`src/rtl/writeback_stage_if.sv`:
```
// Signal bundle between the memory stage and the MEM/WB write-back unit.
// The memory-stage result comes in, and the register-file/CC results go out to decode.
interface writeback_stage_if #(
  parameter int unsigned WIDTH = 16
);
  logic             stall;
  logic             mem_valid;
  logic             mem_load_regfile;
  logic             mem_load_cc;
  logic             mem_destmux_sel;
  logic [2:0]       mem_dest;
  logic [2:0]       mem_regfilemux_sel;
  logic [WIDTH-1:0] mem_alu_out;
  logic [WIDTH-1:0] mem_rdata;
  logic [WIDTH-1:0] mem_pc;
  logic [WIDTH-1:0] mem_addr;
  logic [WIDTH-1:0] regfilemux_out;
  logic             load_regfile;
  logic [2:0]       destb;
  logic             destmux_sel;
  logic [2:0]       cc_nzp;
  logic             wb_valid;

  modport master (
    output stall, mem_valid, mem_load_regfile, mem_load_cc, mem_destmux_sel, mem_dest,
           mem_regfilemux_sel, mem_alu_out, mem_rdata, mem_pc, mem_addr,
    input  regfilemux_out, load_regfile, destb, destmux_sel, cc_nzp, wb_valid
  );

  modport slave (
    input  stall, mem_valid, mem_load_regfile, mem_load_cc, mem_destmux_sel, mem_dest,
           mem_regfilemux_sel, mem_alu_out, mem_rdata, mem_pc, mem_addr,
    output regfilemux_out, load_regfile, destb, destmux_sel, cc_nzp, wb_valid
  );
endinterface

```
`src/rtl/writeback_stage.sv`:
```
// MEM/WB pipeline register and write-back unit of the pipelined LC-3b: picks the
// register-file write value, drives the write port once per instruction, and keeps NZP.
module writeback_stage #(
  parameter int unsigned WIDTH    = 16,
  parameter logic [2:0]  CC_RESET = 3'b010
) (
  input logic             clk,
  input logic             reset,
  writeback_stage_if.slave wb
);

  logic             r_valid;
  logic             r_written;
  logic             r_load_regfile;
  logic             r_load_cc;
  logic             r_destmux_sel;
  logic [2:0]       r_dest;
  logic [2:0]       r_sel;
  logic [WIDTH-1:0] r_alu_out;
  logic [WIDTH-1:0] r_rdata;
  logic [WIDTH-1:0] r_pc;
  logic [WIDTH-1:0] r_addr;
  logic [2:0]       r_cc;

  logic [WIDTH-1:0] w_value;
  logic [2:0]       w_nzp;
  logic             w_load_regfile;
  logic             w_cc_update;
  logic             w_commit;

  always_comb begin
    w_value = '0;
    case (r_sel)
      3'd0:    w_value = r_alu_out;
      3'd1:    w_value = r_rdata;
      3'd2:    w_value = {{(WIDTH-8){1'b0}}, (r_addr[0] ? r_rdata[15:8] : r_rdata[7:0])};
      3'd3:    w_value = r_pc;
      3'd4:    w_value = r_addr;
      default: w_value = '0;
    endcase
  end

  always_comb begin
    w_nzp = 3'b001;
    if (w_value[WIDTH-1])    w_nzp = 3'b100;
    else if (w_value == '0)  w_nzp = 3'b010;
  end

  // written blocks repeat regfile/CC writes while a stall holds the same instruction
  assign w_load_regfile = r_valid & r_load_regfile & ~r_written;
  assign w_cc_update    = r_valid & r_load_cc & ~r_written;
  assign w_commit       = w_load_regfile | w_cc_update;

  always_ff @(posedge clk) begin
    if (reset) begin
      r_valid        <= 1'b0;
      r_written      <= 1'b0;
      r_load_regfile <= 1'b0;
      r_load_cc      <= 1'b0;
      r_destmux_sel  <= 1'b0;
      r_dest         <= '0;
      r_sel          <= '0;
      r_alu_out      <= '0;
      r_rdata        <= '0;
      r_pc           <= '0;
      r_addr         <= '0;
      r_cc           <= CC_RESET;
    end else begin
      if (w_cc_update) r_cc <= w_nzp;
      if (!wb.stall) begin
        r_valid        <= wb.mem_valid;
        r_written      <= 1'b0;
        r_load_regfile <= wb.mem_load_regfile;
        r_load_cc      <= wb.mem_load_cc;
        r_destmux_sel  <= wb.mem_destmux_sel;
        r_dest         <= wb.mem_dest;
        r_sel          <= wb.mem_regfilemux_sel;
        r_alu_out      <= wb.mem_alu_out;
        r_rdata        <= wb.mem_rdata;
        r_pc           <= wb.mem_pc;
        r_addr         <= wb.mem_addr;
      end else if (w_commit) begin
        r_written <= 1'b1;
      end
    end
  end

  assign wb.regfilemux_out = w_value;
  assign wb.load_regfile   = w_load_regfile;
  assign wb.destb          = r_dest;
  assign wb.destmux_sel    = r_destmux_sel;
  assign wb.cc_nzp         = r_cc;
  assign wb.wb_valid       = r_valid;

endmodule

```
`src/flat_wrapper.sv`:
```
// flat-port wrapper written by rule: the top's interface ports become plain ports
module writeback_stage_flat 
#(
  parameter int unsigned WIDTH    = 16,
  parameter logic [2:0]  CC_RESET = 3'b010
)
  (clk, reset, wb_stall, wb_mem_valid, wb_mem_load_regfile, wb_mem_load_cc, wb_mem_destmux_sel, wb_mem_dest, wb_mem_regfilemux_sel, wb_mem_alu_out, wb_mem_rdata, wb_mem_pc, wb_mem_addr, wb_regfilemux_out, wb_load_regfile, wb_destb, wb_destmux_sel, wb_cc_nzp, wb_wb_valid);
  writeback_stage_if #(.WIDTH(WIDTH)) wb_i ();
  input logic clk;
  input logic reset;
  input wire logic [$bits(wb_i.stall)-1:0] wb_stall;
  input wire logic [$bits(wb_i.mem_valid)-1:0] wb_mem_valid;
  input wire logic [$bits(wb_i.mem_load_regfile)-1:0] wb_mem_load_regfile;
  input wire logic [$bits(wb_i.mem_load_cc)-1:0] wb_mem_load_cc;
  input wire logic [$bits(wb_i.mem_destmux_sel)-1:0] wb_mem_destmux_sel;
  input wire logic [$bits(wb_i.mem_dest)-1:0] wb_mem_dest;
  input wire logic [$bits(wb_i.mem_regfilemux_sel)-1:0] wb_mem_regfilemux_sel;
  input wire logic [$bits(wb_i.mem_alu_out)-1:0] wb_mem_alu_out;
  input wire logic [$bits(wb_i.mem_rdata)-1:0] wb_mem_rdata;
  input wire logic [$bits(wb_i.mem_pc)-1:0] wb_mem_pc;
  input wire logic [$bits(wb_i.mem_addr)-1:0] wb_mem_addr;
  output wire logic [$bits(wb_i.regfilemux_out)-1:0] wb_regfilemux_out;
  output wire logic [$bits(wb_i.load_regfile)-1:0] wb_load_regfile;
  output wire logic [$bits(wb_i.destb)-1:0] wb_destb;
  output wire logic [$bits(wb_i.destmux_sel)-1:0] wb_destmux_sel;
  output wire logic [$bits(wb_i.cc_nzp)-1:0] wb_cc_nzp;
  output wire logic [$bits(wb_i.wb_valid)-1:0] wb_wb_valid;
  assign wb_i.stall = wb_stall;
  assign wb_i.mem_valid = wb_mem_valid;
  assign wb_i.mem_load_regfile = wb_mem_load_regfile;
  assign wb_i.mem_load_cc = wb_mem_load_cc;
  assign wb_i.mem_destmux_sel = wb_mem_destmux_sel;
  assign wb_i.mem_dest = wb_mem_dest;
  assign wb_i.mem_regfilemux_sel = wb_mem_regfilemux_sel;
  assign wb_i.mem_alu_out = wb_mem_alu_out;
  assign wb_i.mem_rdata = wb_mem_rdata;
  assign wb_i.mem_pc = wb_mem_pc;
  assign wb_i.mem_addr = wb_mem_addr;
  assign wb_regfilemux_out = wb_i.regfilemux_out;
  assign wb_load_regfile = wb_i.load_regfile;
  assign wb_destb = wb_i.destb;
  assign wb_destmux_sel = wb_i.destmux_sel;
  assign wb_cc_nzp = wb_i.cc_nzp;
  assign wb_wb_valid = wb_i.wb_valid;
  writeback_stage #(.WIDTH(WIDTH), .CC_RESET(CC_RESET)) u_core (.clk(clk), .reset(reset), .wb(wb_i));
endmodule
```
`config.mk`:
```
export PLATFORM = sky130hd
export DESIGN_NAME = writeback_stage_flat
export DESIGN_NICKNAME = d
export VERILOG_FILES = /design/src/rtl/writeback_stage_if.sv /design/src/rtl/writeback_stage.sv /design/src/flat_wrapper.sv
export SDC_FILE = /design/constraint.sdc
export NUM_CORES = 1
export LEC_CHECK = 0
export ABC_AREA = 0
export CAP_MARGIN = 5
export CORE_UTILIZATION = 30
export DETAILED_ROUTE_END_ITERATION = 10
export PLACE_DENSITY = 0.65
export SLEW_MARGIN = 20
export SYNTH_ARGS = -nofsm -noshare
export SYNTH_HDL_FRONTEND = slang
export SYNTH_SLANG_ARGS = --single-unit
```
`constraint.sdc`:
```
create_clock -name clk -period 4.25 [get_ports clk]
set_clock_uncertainty 0.1 [all_clocks]
set_input_delay 0.85 -clock clk [delete_from_list [all_inputs] [get_ports clk]]
set_output_delay 0.85 -clock clk [all_outputs]
set_load 0.1 [all_outputs]
```
==> results of run 1 <==
## how the worst max path moves through the flow
stage | start | endpoint | slack, ns
after floorplan | u_core.r_sel[1] | wb_regfilemux_out[11] | 0.37
after detailed placement | u_core.r_sel[0] | wb_regfilemux_out[1] | 1.04
after CTS | u_core.r_sel[0] | wb_regfilemux_out[1] | 0.67
final | u_core.r_sel[0] | wb_regfilemux_out[1] | 0.66
after global placement | u_core.r_sel[0] | wb_regfilemux_out[1] | 1.10
after global routing | u_core.r_sel[0] | wb_regfilemux_out[1] | 0.47
## cells in the mapped netlist (all sizes together) (4+ instances only)
master,count
a21oi,8
mux2i,92
nand3b,5
nand4b,4
a211oi,6
nor2,77
a21o,6
nor3,4
clkbuf,16
buf,14
o2bb2ai,4
nand3,5
dfxtp,78
o22ai,4
or3b,6
inv,7
## state kept, by name, summed over array words and instances, names as in the netlist
name / flops
u_core.r_addr: 16
u_core.r_alu_out: 16
u_core.r_load_cc: 1
u_core.r_load_regfile: 1
u_core.r_pc: 16
u_core.r_rdata: 16
u_core.r_sel: 3
u_core.r_written: 1
u_core.wb.cc_nzp: 3
u_core.wb.destb: 3
u_core.wb.destmux_sel: 1
u_core.wb.wb_valid: 1
## cell type report
type / count / area (um^2) / share of cell area
clock inverters: 4 / 47.5 / 0.00964
well taps: 143 / 179 / 0.0363
clock buffers: 11 / 243 / 0.0492
multi-input cells: 253 / 1830 / 0.370
inverters: 7 / 26.3 / 0.00533
flip-flops and latches: 78 / 1560 / 0.317
repair buffers: 106 / 1050 / 0.213
## layer usage
layer  wire length (um)  global-route usage  vias up
li1                   -                   -     1467
met1               4310               0.191     1350
met2               4540               0.266       73
met3                426              0.0366       10
met4                117              0.0489        0
met5                  0                   0        -
## layout by cell type, fill, tap and decap left out, types with 3 or more instances in the layout
cell,instances
nand4b_1,4
clkdlybuf4s50_1,83
mux2i_1,92
o21ai_0,3
dfxtp_1,78
o2bb2ai_1,4
o22ai_1,4
inv_1,7
a21oi_1,8
nor2_1,77
clkbuf_16,9
nand3_1,5
nand3b_1,5
buf_12,4
buf_4,18
nor3_1,4
a21o_1,6
or3b_2,6
a211oi_1,6
mux2_2,3
## power by group through the flow
| stage | logic, W | registers (W) | clock network (W) |
|---|---|---|---|
| 6_report | 0.000418 | 0.000812 | 0.000752 |
| 5_1_grt | 0.000443 | 0.000818 | 0.000795 |
| 4_1_cts | 0.000422 | 0.000812 | 0.000768 |
| 3_5_place_dp | 0.000420 | 0.000827 | 0 |
| 3_3_place_gp | 0.000416 | 0.000826 | 0 |
| 2_1_floorplan | 0.000262 | 0.000833 | 0 |
## worst max-delay path, stage by stage, from the launching register on
cell	delay, ns
dfxtp_1	0.90
nand2b_1	0.40
o21ai_0	0.49
a211oi_1	0.18
inv_1	0.15
buf_12	0.19
## cell families (layout without fill, tap and decap cells)
kind of cell / after synthesis / in the layout
compound gates: 40 / 40
buf+inv: 37 / 128
flops: 78 / 78
mux: 95 / 95
simple gates: 118 / 118
## through the flow
stage / instances / total power [W] / util
final: 602 / 0.00198 / 0.430
after global routing: 602 / 0.00205 / 0.430
after CTS: 602 / 0.00200 / 0.430
after detailed placement: 587 / 0.00125 / 0.405
after global placement: 587 / 0.00124 / 0.405
after floorplan: 368 / 0.00110 / -
==> metrics.md, run 1 <==
| Metric | Value |
|---|---|
| Psw | 0.000568 W |
| Post-synth EDFFs | 0 |
| Clk slew on worst S/H paths | 0.06 ns |
| Initial DRC count | approximately 110 |
| Syn_nets | between 400 and 500 |
| Library cells used by synthesis | 39 |
| R2R Path End | u_core.wb.cc_nzp[0] |
| Initial antenna violation count | 0 |
| Slew Limit Fails | 0 |
| Flop and latch count out of synthesis | 78 |
| Crit Path Max Fanout | 26 |
| Total I/O pin count | 102 |
| Synth Area in Compound Gates | 0.0811 |
| Tcrit/Tclk final | 0.844 |
| Die H | approximately 110 um |
| RSZ-0062 raised after global routing | no |
| Worst-margin pin slew | a little under 1 ns |
| Setup bufs post-CTS | 0 |
| Register area share after synthesis | 0.440 |
| CTS root buffer | clkbuf_16 |
| Vias in the first global route | roughly 2900 |
| Die area | between 10000 and 15000 um^2 |
| Worst hold path stage count | 1 |
| Int Power | approximately 0.0014 W |
| Mapped Area | roughly 3500 um^2 |
| Max Cap Violations | 0 |
| Worst r2r src | u_core.r_sel[2] |
| Hold violation count in the final report | 0 |
| Min-Delay Endpoint | u_core.wb.cc_nzp[1] |
| Fin Setup TNS | 0 ns |
| Vias/cell | slightly below 5 |
| Ys Warns | 0 |
| Sw Ratio | 0.287 |
| Nets@finish | ~530 |
| Required @ worst endpoint | roughly 3.3 ns |
| Min cycle time layout | ~3.6 ns |
| Pin count of the biggest net entering global routing | 49 |
| Max clock buf depth | 2 |
| DR DRC count | 0 |
| TritonCTS Sinks | 78 |
| Layout area overhead | 39.0% |
| Simple-gate share of the synthesized area | 0.164 |
| CP endpoint kind | output pin |
| Final setup vio count | 0 |
| # fillers | approximately 1100 |
| Global-route wire length before repair | approximately 15000 um |
| R2r setup slk | 1.29 ns |
| Initial Util | 0.309 |
| Design Area, Final | between 4000 and 5000 um^2 |
| Core Region | between 10000 and 15000 um^2 |
| Synth area leader | dfxtp_1 |
| Cts repair resizes | 0 |
| Antenna cell count | 0 |
| Port Buffer Count | 101 |
| Sequential power share | 0.410 |
| Combinational family with the most area after synthesis | multiplexers |
| Syn Inst Count | 368 |
| Hold WS | 0.363 ns |
| Rows | 39 |
| Top cell type's share of synthesized area | 0.440 |
| Htree depth | 3 |
| R2R depth | 6 |
| Remaining global-route overflow | 0 |
| Min-delay src | u_core.wb.cc_nzp[1] |
| Critical Path AT | between 2 and 3 ns |
| DR WL/cell | approximately 16 um |
| Fin worst setup slack | between 0.6 and 0.7 ns |
| Routed WL | 9400 um |
| Adder-cell area share of the yosys netlist | 0 |
| Clk_lat worst skew | around 0.33 ns |
| FMAX | approximately 280 MHz |
| Layout cells sized above 1 | 0.113 |
| Post-detail-place hpwl | 6990 um |
| Slew HR | 0.342 |
| Power density over cell area | between 400 and 500 nW/um^2 |
| CTS buffer count | 9 |
| Outcome | finished clean |
| Crit path launch type | flip-flop |
| Pleak | 2.13 nW |
| Pre-CTS WS | approximately 1.0 ns |
| Mux cell area share after synthesis | 0.269 |
| Combinational cell fraction of total power | 0.211 |
| Die span in x | ~110 um |
| Syn avg cell area | 9.64 um^2 |
| Synth async-reset ratio | 0 |
| GR Util All Layers | 0.155 |
| TritonRoute pass-1 iters | 4 |
| Synth area leaders | dfxtp_1, mux2i_1, nor2_1 |
| Hold_buf cts | 0 |
| Synth Flop Type | dfxtp_1 |
| Clock share of power | 0.379 |
| Crit Path Category | reg2out |
| GPL Wtd Cong | 0.827 |
| Synth Area in XOR/XNOR | 0 |
| Via count | slightly below 3000 |
| Remaining antenna violation count | 0 |
| Cell area after placement | around 4600 um^2 |
| Hold crit path type | reg2reg |
| Max IR drop VDD | 180 uV |
| Clock tree from TritonCTS | done |
Power figures use the tool's default switching activity.
==> inputs of run 2 (changes only) <==
--- a/config.mk
+++ b/config.mk
@@ -9,7 +9,7 @@
 export CAP_MARGIN = 5
 export CORE_UTILIZATION = 30
 export DETAILED_ROUTE_END_ITERATION = 10
-export PLACE_DENSITY = 0.65
+export PLACE_DENSITY = 0.67
 export SLEW_MARGIN = 20
 export SYNTH_ARGS = -nofsm -noshare
 export SYNTH_HDL_FRONTEND = slang
==> constraint.sdc (replaced) <==
create_clock -name clk -period 2.9 [get_ports clk]
set_clock_uncertainty 0.1 [all_clocks]
set_input_delay 0.58 -clock clk [delete_from_list [all_inputs] [get_ports clk]]
set_output_delay 0.58 -clock clk [all_outputs]
set_load 0.1 [all_outputs]
==> metrics.md, run 2 (same netlist as run 1, synthesis figures left out) <==
| Metric | Value |
|---|---|
| Hold_buf cts | 0 (unchanged) |
| Crit Path Category | reg2out |
| Sw Ratio | 0.284 (-0.00252) |
| DR DRC count | 0 (unchanged) |
| Post-detail-place hpwl | 7210 um (+3.1%) |
| Slew HR | 0.508 (+0.166) |
| TritonCTS Sinks | 78 (unchanged) |
| GR Util All Layers | 0.159 (+0.00454) |
| Pin count of the biggest net entering global routing | 79 (+61%) |
| Fin Setup TNS | 0 ns (unchanged) |
| Most frequent cells in the layout | mux2i_1, nor2_1, dfxtp_1 |
| Nets@finish | 538 (+1.1%) |
| Max IR drop VDD | 303 uV (+69%) |
| Reg area | 1560 um^2 (+0.16%) |
| GPL Wtd Cong | 0.871 (+5.3%) |
| Post-Layout Cell Count | 609 (+1.2%) |
| Final setup vio count | 0 (unchanged) |
| Delay of the slowest critical-path stage | 0.65 ns (-0.25 ns) |
| FMAX | 359 MHz |
| CTS root buffer | clkbuf_16 |
| Initial DRC count | 135 (+25%) |
| Initial Util | 0.309 (unchanged) |
| Clk_lat worst skew | 0.34 ns (about the same) |
| # fillers | 1067 (-3.1%) |
| Remaining antenna violation count | 0 (unchanged) |
| Layout area overhead | 45.5% |
| Max Cap Violations | 0 (unchanged) |
| Crit path from | u_core.r_addr[0] |
| Combinational cell fraction of total power | 0.225 (+0.014) |
| Cell area after placement | 4860 um^2 (+4.6%) |
| Global-route wire length before repair | 15200 um (+1.9%) |
| Routed WL | 9710 um (+3.3%) |
| Slew Limit Fails | 0 (unchanged) |
| Via count | 2961 (+2.1%) |
| Max clock buf depth | 2 (unchanged) |
| Vias in the first global route | 2949 (+0.51%) |
| Int Power | 0.00215 W (+52%) |
| Critical Path AT | 2.11 ns (-0.53 ns) |
| Port Buffer Count | 101 (unchanged) |
| RSZ-0062 raised after global routing | no |
| Placed insts | 593 (+1.0%) |
| Worst path cell trace | or4b_2 > o21ai_1 > a211oi_1 > inv_1 > buf_12 |
| Hold crit path type | reg2reg |
| Required @ worst endpoint | 2.22 ns (-1.08 ns) |
| Remaining global-route overflow | 0 (unchanged) |
| Crit path launch type | flip-flop |
| Commonest non-fill, non-tap cell in the layout | mux2i_1 |
| Initial antenna violation count | 0 (unchanged) |
| Clk slew on worst S/H paths | 0.06 ns (about the same) |
| Crit Path Max Fanout | 11 (-58%) |
| Min-delay src | u_core.wb.cc_nzp[1] |
| Outcome | finished clean |
| Hold WS | 0.378 ns (+0.0145 ns) |
| CP endpoint kind | output pin |
| Worst r2r src | u_core.r_sel[2] |
| Core Region | 11500 um^2 (unchanged) |
| Htree depth | 3 (unchanged) |
| Die area | 12300 um^2 (unchanged) |
| Util after Layout | 0.450 (+0.0199) |
| Clock share of power | 0.379 (about the same) |
| Pleak | 2.24 nW (+5.2%) |
| Vias/cell | 4.86 (+0.93%) |
| Min cycle time layout | between 2 and 3 ns |
| Area occupied by multi-input gates | 1830 um^2 (+0.21%) |
| Clock tree from TritonCTS | done |
| Psw | 0.000852 W (+50%) |
| Sequential power share | 0.396 (-0.014) |
| Antenna cell count | 0 (unchanged) |
| Total I/O pin count | 102 (unchanged) |
| Die span in x | 111 um (unchanged) |
| Worst-margin pin slew | 0.738 ns (-0.246 ns) |
| Tcrit/Tclk final | 0.961 |
| Rows | 39 (unchanged) |
| TritonRoute pass-1 iters | 4 (unchanged) |
| Layout cells sized above 1 | 0.152 (+0.0391) |
| Design Area, Final | 5160 um^2 (+4.6%) |
| Hold violation count in the final report | 0 (unchanged) |
| DR WL/cell | 15.9 um (+2.1%) |
| Die H | 111 um (unchanged) |
| Power density over cell area | 581 nW/um^2 (+45%) |
| CTS buffer count | 9 (unchanged) |
| Critical path's slowest cell | or4b_2 |
[run 2: changes by cell type in the layout (fill, tap and decap cells not counted), sizes merged]
cell / before / now
clkdlybuf4s50: 83 / 74
clkinvlp: 1 / 0
clkinv: 2 / 3
clkbuf: 11 / 12
buf: 23 / 38
[run 2: final cells by class]
type / instances / area share
clock buffers: 12 / 0.0497
clock inverters: 4 / 0.00873
inverters: 7 / 0.00509
multi-input cells: 253 / 0.354
flip-flops and latches: 78 / 0.303
well taps: 143 / 0.0347
repair buffers: 112 / 0.244
[run 2: worst paths after layout]
kind / endpoint / depth (start not counted) / slack (ns)
hold / removal: u_core.wb.cc_nzp[1] / 1 / 0.38
setup / recovery: wb_regfilemux_out[1] / 5 / 0.11
hold reg to reg: u_core.wb.cc_nzp[1] / 1 / 0.38
setup reg to reg: u_core.wb.cc_nzp[0] / 6 / 0.43
[run 2: worst max-delay path, delay by kind of cell (launching register included)]
kind | cells | cell delay, ns
buffers and inverters | 2 | 0.30
AO/OA/AOI/OAI | 2 | 0.38
AND/OR/NAND/NOR | 1 | 0.65
flip-flops | 1 | 0.43
[run 2: power by group through the flow]
stage,clock network [W],registers [W],logic (W)
4_1_cts,0.00116,0.00119,0.000679
6_report,0.00114,0.00119,0.000674
2_1_floorplan,0,0.00122,0.000385
3_5_place_dp,0,0.00121,0.000676
3_3_place_gp,0,0.00121,0.000670
5_1_grt,0.00121,0.00119,0.000712
[run 2: repair_timing]
item,4_1_cts,5_1_grt
endpoints found under the setup margin,4,6
resized for setup,1,2
setup buffers,0,0
endpoints found under the hold margin,0,0
[run 2: layer usage]
| layer | share of wire | global-route usage |
|---|---|---|
| met1 | 0.46 | 0.199 |
| met2 | 0.47 | 0.260 |
| met3 | 0.047 | 0.0443 |
| met4 | 0.022 | 0.0622 |
| met5 | 0 | 0 |
[run 2: metrics by stage]
stage | setup slack, ns | power, W
after detailed placement | 0.326 | 0.00189
after floorplan | 0.204 | 0.00161
after global placement | 0.402 | 0.00188
final | 0.112 | 0.00300
after CTS | 0.0152 | 0.00303
after global routing | 0.0180 | 0.00311
==> inputs of run 3 (changes only) <==
--- a/config.mk
+++ b/config.mk
@@ -9,7 +9,8 @@
 export CAP_MARGIN = 5
 export CORE_UTILIZATION = 30
 export DETAILED_ROUTE_END_ITERATION = 10
-export PLACE_DENSITY = 0.67
+export DONT_BUFFER_PORTS = 1
+export PLACE_DENSITY = 0.55
 export SLEW_MARGIN = 20
 export SYNTH_ARGS = -nofsm -noshare
 export SYNTH_HDL_FRONTEND = slang
==> constraint.sdc (replaced) <==
create_clock -name clk -period 2.9 [get_ports clk]
set_clock_uncertainty 0.1 [all_clocks]
set_input_delay 0.58 -clock clk [delete_from_list [all_inputs] [get_ports clk]]
set_output_delay 0.58 -clock clk [all_outputs]
set_load 0.02 [all_outputs]
==> metrics.md, run 3 (same netlist as run 1, synthesis figures left out) <==
| Metric | Value |
|---|---|
| Vias in the first global route | 2512 (-15%) |
| Post-Layout Cell Count | 504 (-17%) |
| Delay of the slowest critical-path stage | 0.51 ns (-0.14 ns) |
| Crit Path Category | reg2out |
| RSZ-0062 raised after global routing | no |
| FMAX | 359 MHz (about the same) |
| Commonest non-fill, non-tap cell in the layout | mux2i_1 |
| Critical Path AT | 2.11 ns (about the same) |
| Slew Limit Fails | 0 (unchanged) |
| TritonCTS Sinks | 78 (unchanged) |
| Total I/O pin count | 102 (unchanged) |
| Clk_lat worst skew | 0.33 ns (about the same) |
| Clock tree from TritonCTS | done |
| Int Power | 0.00188 W (-12%) |
| Tcrit/Tclk final | 0.961 (about the same) |
| Post-detail-place hpwl | 6660 um (-7.7%) |
| Psw | 0.000589 W (-31%) |
| Routed WL | 8930 um (-8.1%) |
| CTS root buffer | clkbuf_16 |
| Pleak | 1.72 nW (-23%) |
| Via count | 2500 (-16%) |
| Worst-margin pin slew | 0.487 ns (-0.250 ns) |
| Vias/cell | 4.96 (+2.0%) |
| Die area | 12300 um^2 (unchanged) |
| CTS buffer count | 9 (unchanged) |
| TritonRoute pass-1 iters | 4 (unchanged) |
| Power density over cell area | 625 nW/um^2 (+7.7%) |
| CP endpoint kind | output pin |
| DR DRC count | 0 (unchanged) |
| Sw Ratio | 0.239 (-0.0457) |
| Port Buffer Count | 0 (-100%) |
| Die H | 111 um (unchanged) |
| Final setup vio count | 0 (unchanged) |
| Antenna cell count | 0 (unchanged) |
| Min cycle time layout | 2.79 ns (-0.00151 ns) |
| Max IR drop VDD | 382 uV (+26%) |
| Layout cells sized above 1 | 0.102 (-0.0499) |
| Required @ worst endpoint | 2.22 ns (about the same) |
| Fin Setup TNS | 0 ns (unchanged) |
| Placed insts | 491 (-17%) |
| DR WL/cell | 17.7 um (+11%) |
| Worst path cell trace | buf_4 > or3b_2 > o22ai_1 > a21o_1 > buf_12 |
| Global-route wire length before repair | 14000 um (-7.8%) |
| # fillers | 1168 (+9.5%) |
| Pin count of the biggest net entering global routing | 79 (unchanged) |
| Remaining antenna violation count | 0 (unchanged) |
| Initial Util | 0.309 (unchanged) |
| Nets@finish | 436 (-19%) |
| Max Cap Violations | 0 (unchanged) |
| GR Util All Layers | 0.151 (-0.00875) |
| Hold violation count in the final report | 0 (unchanged) |
| Combinational cell fraction of total power | 0.106 (-0.119) |
| Hold crit path type | in2reg |
| Most frequent cells in the layout | mux2i_1, dfxtp_1, nor2_1 |
| Core Region | 11500 um^2 (unchanged) |
| Clk slew on worst S/H paths | 0.06 ns (about the same) |
| Initial antenna violation count | 0 (unchanged) |
| Die span in x | 111 um (unchanged) |
| Remaining global-route overflow | 0 (unchanged) |
| Max clock buf depth | 2 (unchanged) |
| Clock share of power | 0.409 (+0.030) |
| Htree depth | 3 (unchanged) |
| Rows | 39 (unchanged) |
| Sequential power share | 0.485 (+0.089) |
| Layout area overhead | 11.1% |
| GPL Wtd Cong | 0.842 (-3.3%) |
| Initial DRC count | 171 (+27%) |
| Crit path launch type | flip-flop |
| Outcome | finished clean |
| Slew HR | 0.675 (+0.166) |
| Setup bufs post-CTS | 0 (unchanged) |
| Critical path's slowest cell | or3b_2 |
| Crit Path Max Fanout | 12 (+1) |
==> run 3: cell types whose count changed in the layout (fill, tap and decap cells not counted), sizes merged <==
cell           change
clkinv             -3
clkinvlp           +1
clkdlybuf4s50     -74
bufinv             -1
buf               -28
==> run 3: path summary, 6_finish.rpt <==
path / startpoint / end / slack, ns / depth (start not counted)
max: u_core.r_sel[1] / wb_regfilemux_out[7] / 0.11 / 5
min reg2reg: u_core.r_pc[11] / u_core.r_pc[11] / 0.39 / 2
min: reset / u_core.wb.destb[0] / 0.22 / 1
max reg2reg: u_core.r_sel[2] / u_core.wb.cc_nzp[0] / 0.40 / 6
==> run 3: metal layers <==
layer | vias to the layer above | track usage | share of wire
met5 | - | 0 | 0
met4 | 0 | 0.0453 | 0.0099
met3 | 5 | 0.0536 | 0.066
met2 | 79 | 0.245 | 0.47
met1 | 1142 | 0.186 | 0.45
li1 | 1274 | - | -
==> run 3: stage by stage <==
step / util / setup slack (ns) / hold WS (ns) / total power (W) / area, um^2
after global routing: 0.344 / 0.0302 / 0.202 / 0.00258 / 3940
after detailed placement: 0.321 / 0.435 / 0.385 / 0.00148 / 3680
after CTS: 0.344 / 0.0745 / 0.203 / 0.00250 / 3940
after global placement: 0.321 / 0.481 / 0.380 / 0.00148 / 3680
final: 0.344 / 0.114 / 0.221 / 0.00247 / 3940
after floorplan: - / 0.578 / 0.355 / 0.00145 / 3550
==> run 3: cell type report <==
type	instances	area [um^2]	area share
clock buffers	12	256	0.0650
clock inverters	1	7.51	0.00190
inverters	7	26.3	0.00666
multi-input cells	253	1830	0.463
flip-flops and latches	78	1560	0.396
well taps	143	179	0.0454
repair buffers	10	87.6	0.0222
==> run 3: what timing repair did <==
| action | CTS | global route |
|---|---|---|
| hold buffers | 0 | 0 |
| resized for setup | 0 | 2 |
| endpoints found under the setup margin | 0 | 5 |
==> run 3: worst max-delay path: cells and delay by family, from the launching register on <==
family,cells,cell delay [ns]
AOI/OAI and AO/OA,2,0.39
buffers and inverters,2,0.39
DFF,1,0.49
and+or+nand+nor,1,0.51
==> run 3: power groups by stage <==
stage | Sequential (W) | Clock, W | Combinational (W)
finish | 0.00120 | 0.00101 | 0.000261
global route | 0.00120 | 0.00109 | 0.000288
CTS | 0.00120 | 0.00104 | 0.000265
detailed placement | 0.00122 | 0 | 0.000264
global placement | 0.00122 | 0 | 0.000259
floorplan | 0.00119 | 0 | 0.000261
